==> config.mk <==
export PLATFORM = sky130hd
export DESIGN_NAME = multicycle_core
export DESIGN_NICKNAME = d
export VERILOG_FILES = /design/src/rtl/multicycle_core.sv
export SDC_FILE = /design/constraint.sdc
export NUM_CORES = 1
export LEC_CHECK = 0
export CAP_MARGIN = 20
export CORE_ASPECT_RATIO = 1.5
export CORE_MARGIN = 1.5
export CORE_UTILIZATION = 47
export DETAILED_ROUTE_END_ITERATION = 7
export DONT_BUFFER_PORTS = 1
export PLACE_DENSITY_LB_ADDON = 0.05
export SETUP_SLACK_MARGIN = 0.02
export SLEW_MARGIN = 40
export SYNTH_ARGS = -nofsm -noshare
export SYNTH_HDL_FRONTEND = slang
export SYNTH_SLANG_ARGS = --single-unit
==> constraint.sdc <==
create_clock -name clk -period 8.74 [get_ports clk]
set_input_delay 0 -clock clk [delete_from_list [all_inputs] [get_ports clk]]
set_output_delay 0 -clock clk [all_outputs]
set_load 0.01 [all_outputs]
==> src/rtl/multicycle_core.sv <==
// Multicycle CPU core: FSM-sequenced fetch/decode/execute/mem/writeback with
// a 4-entry register file, local data memory and a req/ack instruction port.
module multicycle_core #(
  parameter int unsigned DATA_W     = 8,
  parameter int unsigned DMEM_DEPTH = 32,
  parameter int unsigned PC_W       = 5
) (
  input  logic              clk,
  input  logic              reset,
  input  logic              start,
  output logic              imem_req,
  output logic [PC_W-1:0]   imem_addr,
  input  logic              imem_ack,
  input  logic [11:0]       imem_rdata,
  output logic [PC_W-1:0]   pc,
  output logic              busy,
  output logic              halted,
  output logic              retire,
  input  logic [1:0]        dbg_raddr,
  output logic [DATA_W-1:0] dbg_rdata
);

  localparam int unsigned INSTR_W = 12;
  localparam int unsigned AW      = (DMEM_DEPTH > 1) ? $clog2(DMEM_DEPTH) : 1;
  localparam int unsigned NREGS   = 4;

  localparam logic [2:0] OP_ADD  = 3'd0;
  localparam logic [2:0] OP_SUB  = 3'd1;
  localparam logic [2:0] OP_AND  = 3'd2;
  localparam logic [2:0] OP_OR   = 3'd3;
  localparam logic [2:0] OP_ADDI = 3'd4;
  localparam logic [2:0] OP_LD   = 3'd5;
  localparam logic [2:0] OP_ST   = 3'd6;
  localparam logic [2:0] OP_BEQ  = 3'd7;

  typedef enum logic [2:0] {
    S_IDLE, S_FETCH, S_DECODE, S_EXEC, S_MEM, S_WB, S_HALT
  } state_t;

  state_t              r_state;
  state_t              w_next;
  logic [PC_W-1:0]     r_pc;
  logic [INSTR_W-1:0]  r_ir;
  logic [DATA_W-1:0]   r_a;
  logic [DATA_W-1:0]   r_b;
  logic [DATA_W-1:0]   r_res;
  logic [DATA_W-1:0]   r_mdr;
  logic [DATA_W-1:0]   r_rf  [NREGS];
  logic [DATA_W-1:0]   r_mem [DMEM_DEPTH];

  logic [2:0]          w_op;
  logic [1:0]          w_rd;
  logic [1:0]          w_rs1;
  logic [1:0]          w_rs2;
  logic [4:0]          w_imm;
  logic [DATA_W-1:0]   w_imm_ext;
  logic [DATA_W-1:0]   w_alu;
  logic [AW-1:0]       w_addr;
  logic                w_taken;
  logic [PC_W-1:0]     w_target;
  logic [PC_W-1:0]     w_pc_next;
  logic                w_pc_we;
  logic                w_retire;

  assign w_op      = r_ir[11:9];
  assign w_rd      = r_ir[8:7];
  assign w_rs1     = r_ir[6:5];
  assign w_rs2     = r_ir[4:3];
  assign w_imm     = r_ir[4:0];
  assign w_imm_ext = DATA_W'(w_imm);
  assign w_addr    = r_res[AW-1:0];
  assign w_taken   = (r_a == r_b);
  assign w_target  = w_imm[PC_W-1:0];
  assign w_pc_next = (w_op == OP_BEQ && w_taken) ? w_target : r_pc + PC_W'(1);

  // ALU; ADDI/LD/ST (and the unused BEQ result) all form rs1 + imm5
  always_comb begin
    w_alu = r_a + w_imm_ext;
    case (w_op)
      OP_ADD:  w_alu = r_a + r_b;
      OP_SUB:  w_alu = r_a - r_b;
      OP_AND:  w_alu = r_a & r_b;
      OP_OR:   w_alu = r_a | r_b;
      default: w_alu = r_a + w_imm_ext;
    endcase
  end

  always_ff @(posedge clk) begin
    if (reset) r_state <= S_IDLE;
    else       r_state <= w_next;
  end

  // Next-state; pc write and retire coincide on each instruction's final cycle
  always_comb begin
    w_next   = r_state;
    w_pc_we  = 1'b0;
    w_retire = 1'b0;
    case (r_state)
      S_IDLE:   if (start) w_next = S_FETCH;
      S_FETCH:  if (imem_ack) w_next = S_DECODE;
      S_DECODE: w_next = S_EXEC;
      S_EXEC: begin
        if (w_op == OP_LD || w_op == OP_ST) begin
          w_next = S_MEM;
        end else if (w_op == OP_BEQ) begin
          w_retire = 1'b1;
          w_pc_we  = 1'b1;
          w_next   = (w_taken && w_target == r_pc) ? S_HALT : S_FETCH;
        end else begin
          w_next = S_WB;
        end
      end
      S_MEM: begin
        if (w_op == OP_LD) begin
          w_next = S_WB;
        end else begin
          w_retire = 1'b1;
          w_pc_we  = 1'b1;
          w_next   = S_FETCH;
        end
      end
      S_WB: begin
        w_retire = 1'b1;
        w_pc_we  = 1'b1;
        w_next   = S_FETCH;
      end
      S_HALT:   w_next = S_HALT;
      default:  w_next = S_IDLE;
    endcase
  end

  always_ff @(posedge clk) begin
    if (reset) begin
      r_pc  <= '0;
      r_ir  <= '0;
      r_a   <= '0;
      r_b   <= '0;
      r_res <= '0;
      r_mdr <= '0;
      for (int i = 0; i < int'(NREGS); i++) r_rf[i] <= '0;
    end else begin
      if (r_state == S_FETCH && imem_ack) r_ir <= imem_rdata;
      if (r_state == S_DECODE) begin
        r_a <= r_rf[w_rs1];
        r_b <= (w_op == OP_ST || w_op == OP_BEQ) ? r_rf[w_rd] : r_rf[w_rs2];
      end
      if (r_state == S_EXEC) r_res <= w_alu;
      if (r_state == S_MEM && w_op == OP_LD) r_mdr <= r_mem[w_addr];
      if (r_state == S_WB) r_rf[w_rd] <= (w_op == OP_LD) ? r_mdr : r_res;
      if (w_pc_we) r_pc <= w_pc_next;
    end
  end

  // Data memory keeps its contents across reset
  always_ff @(posedge clk) begin
    if (!reset && r_state == S_MEM && w_op == OP_ST) r_mem[w_addr] <= r_b;
  end

  assign imem_req  = (r_state == S_FETCH);
  assign imem_addr = r_pc;
  assign pc        = r_pc;
  assign busy      = (r_state != S_IDLE) && (r_state != S_HALT);
  assign halted    = (r_state == S_HALT);
  assign retire    = w_retire;
  assign dbg_rdata = r_rf[dbg_raddr];

endmodule

==> reports/metrics.csv <==
metric;value;unit
status;completed;
global-route met1 utilization;29.12;%
count of warnings emitted by yosys;0;
post-synthesis cell type with the largest combined area;sky130_fd_sc_hd__edfxtp_1;
HPWL reported at the end of detailed placement;28.74;mm
I/O pins;40;
commonest non-fill, non-tap cell in the layout;sky130_fd_sc_hd__edfxtp_1;
total setup violations reported at the end of the flow;0;
post-synthesis sequential area ratio;62.59;%
number of sinks on the clock net;344;
Max IR drop VDD;0.0001686;V
data arrival at the endpoint of the critical path;3.57;ns
biggest area contributors in the synthesized netlist;sky130_fd_sc_hd__edfxtp_1 55%, sky130_fd_sc_hd__mux4_2 13%, sky130_fd_sc_hd__dfxtp_1 7.2%;
headroom to the max-slew limit;45.50;%
maximum cell stage delay along the critical path;0.85;ns
WHS Path Cells;1;
width of the chip;151.8;µm
drt first-iter violations;775;
buffers added on ports;0;
M2 GR Usage;48.96;%
startpoint-to-endpoint class of the critical path;reg2reg;
worst reg2reg path startpoint;r_ir[11];
TritonCTS clock tree;done;
clock root buffer master;sky130_fd_sc_hd__clkbuf_16;
commonest cells after routing, fill and taps aside;288 x sky130_fd_sc_hd__edfxtp_1, 102 x sky130_fd_sc_hd__nor2_1, 87 x sky130_fd_sc_hd__mux4_2;
routing layer with the top usage in global route;met2;
Worst setup SP type;flip-flop;
cell row count;81;
last weighted congestion value of the routability-driven placer;0.8912;
total negative setup slack;0;ns
vias;9152;
DRC;0;
global-route congestion overflow total;0;
pwr/cell area;200.0;nW/µm²
Total Routed Length;42.49;mm
overall die height;226.2;µm
post-synth design cell area;15610;µm²
ratio of cells with drive above 1 in the final layout;15.84;%
via density per instance;6.021;
Worst Hold Class;in2reg;
average wire length per cell after detail routing;27.95;µm
placeable core area;32630;µm²
met3 global-route usage;3.192;%
Initial Util;47.83;%
ys flop type;sky130_fd_sc_hd__edfxtp_1;
Total Nets Final;1135;
Synth top area share;55.41;%
cell breakdown of the critical path;nand2_1 -> or4_1 -> or3_1 -> nor2_1;
startpoint of the lowest-slack hold path;reset;
depth of the worst register-to-register path;4;
largest driver fanout on the critical path;22;
net count after synthesis;1117;
Crit. End Element;flip-flop;
worst flop-to-flop path endpoint;r_mem[0][6];
Final Cycle Share;39.05;%
insertion delay to the later sink of the worst-skew pair;0.53;ns
highest clock frequency the design can meet;293.0;MHz
Total GRT Usage;26.01;%
via count of the first global-routing pass;9560;
pin slew with the least headroom to its limit;0.8163;ns
largest net degree at the start of global routing;54;
LEAKAGE;0.005596;µW
1st-pass router iterations;5;
Syn Inst Count;1066;
min cycle time layout;3.413;ns
final antenna diode count;0;
RSZ-0062 raised after global routing;no;
number of max-cap violations;0;
antenna violations before repair;0;
clock skew after layout;0.02017;ns
post-synthesis async set-or-reset flop share;0;%
Slew Limit Fails;0;
die area;34340;µm²
number of synthesized flops with an enable pin;288;
data required time at the worst endpoint;8.90;ns
FF-to-FF setup slack;5.33;ns
number of CTS-inserted buffers;34;
maximum number of buffers from clock root to sink;3;
Worst-path clk slew;0.06;ns
final antenna-violating net count;0;
Area Overhead vs Synth;11.21;%
number of instances resized during post-cts repair;0;
worst hold margin;0.007898;ns
first-pass GRT wire length;62.87;mm
Final Hold Violating Endpoints;0;
number of H-tree levels;2;
number of library cell types mapped by synthesis;63;
Hold Path End;r_rf[1][7];
cell with the largest stage delay on the worst path;sky130_fd_sc_hd__dfxtp_1;
average footprint of a synthesized cell;14.64;µm²
post-synthesis register bit count;344;
## logic make-up (layout without fill, tap and decap cells)
group                      after synthesis  in the layout  share of synthesized area [%]
AOI/OAI and AO/OA                      148            148                          6.485
xor gates and xnor gates                11             11                         0.6172
adders and majority gates               33             33                          2.741
buffers and inverters                  105            144                          3.078
DFF                                    344            344                          62.59
muxes                                  136            136                          15.78
and+or+nand+nor                        289            289                          8.705
## synth_stat cells (4+ instances only)
library cell and instances:
sky130_fd_sc_hd__clkbuf_1 30, sky130_fd_sc_hd__o221ai_1 5, sky130_fd_sc_hd__buf_2 18, sky130_fd_sc_hd__nand2_1 79
sky130_fd_sc_hd__mux4_2 87, sky130_fd_sc_hd__nand3_1 24, sky130_fd_sc_hd__a211oi_1 9, sky130_fd_sc_hd__xor2_1 4
sky130_fd_sc_hd__mux2i_1 38, sky130_fd_sc_hd__or2_1 9, sky130_fd_sc_hd__a21oi_1 43, sky130_fd_sc_hd__inv_2 4
sky130_fd_sc_hd__nor2b_1 15, sky130_fd_sc_hd__mux2_2 11, sky130_fd_sc_hd__o211ai_1 4, sky130_fd_sc_hd__nor3_1 7
sky130_fd_sc_hd__dfxtp_1 56, sky130_fd_sc_hd__ha_1 31, sky130_fd_sc_hd__o21ai_0 12, sky130_fd_sc_hd__a31oi_1 5
sky130_fd_sc_hd__nor2_1 102, sky130_fd_sc_hd__nand2b_1 14, sky130_fd_sc_hd__a311oi_1 18, sky130_fd_sc_hd__inv_1 31
sky130_fd_sc_hd__xnor2_1 7, sky130_fd_sc_hd__o22ai_1 12, sky130_fd_sc_hd__nand3b_1 6, sky130_fd_sc_hd__buf_4 13
sky130_fd_sc_hd__edfxtp_1 288, sky130_fd_sc_hd__or3_1 8, sky130_fd_sc_hd__and2_1 7, sky130_fd_sc_hd__a21o_1 6
sky130_fd_sc_hd__a22oi_1 5, sky130_fd_sc_hd__buf_1 7
## how the worst max path moves through the flow
stage / slack, ns / to / depth (start not counted) / start
after global placement: 5.40 / r_res[4] / 9 / r_ir[11]
after global routing: 5.09 / r_mem[3][0] / 4 / r_ir[11]
after detailed placement: 5.38 / r_res[4] / 9 / r_ir[11]
final: 5.33 / r_mem[0][6] / 4 / r_ir[11]
after floorplan: 5.70 / r_res[4] / 11 / r_ir[10]
after CTS: 5.28 / r_res[1] / 7 / r_ir[11]
## cell type report
class / count / area, µm²
clock buffers: 39 / 933.4
clock inverters: 18 / 142.6
fillers: 2750 / 15270
inverters: 35 / 131.4
multi-input cells: 617 / 5364
flip-flops and latches: 344 / 9777
well taps: 415 / 519.2
repair buffers: 52 / 491.7
## what timing repair did
action | in CTS | in global routing
setup buffers | 0 | 0
setup endpoints to repair | 0 | 0
hold endpoints to repair | 56 | 0
hold buffers | 35 | 0
## state kept, by name, indices dropped and copies added (netlist names), named ones only
name	count
imem_addr	5
r_a	8
r_b	8
r_ir	12
r_mdr	8
r_mem	256
r_res	8
r_rf	32
r_state	3
## critical path, delay by kind of cell (launching register included)
family / cells / cell delay (ns)
flip-flops: 1 / 0.85
AND/OR/NAND/NOR: 4 / 2.19
## through the flow
step	area (µm²)	utilization, %	power, µW	setup slack [ns]	cells
6_report	17360	53.19	3472	5.327	1520
4_1_cts	17350	53.17	3502	5.279	1520
3_3_place_gp	15910	48.77	2044	5.405	1428
2_1_floorplan	15610	-	1975	5.702	1066
5_1_grt	17360	53.19	3571	5.087	1520
3_5_place_dp	15910	48.77	2043	5.383	1428
## routing by layer
metal / vias to the layer above / part of all wire, % / wire [µm]
met4: 0 / 4.1 / 1742
met1: 4707 / 36 / 15320
met5: - / 0 / 0
met2: 226 / 56 / 23890
met3: 68 / 3.6 / 1534
li1: 4151 / - / -
## power breakdown
part           switching, µW  total [µW]  internal [µW]
Sequential              25.4        1820           1790
Combinational            126         204           77.7
Clock                    625        1450            825
No activity file was read; power rests on OpenSTA's default activity.
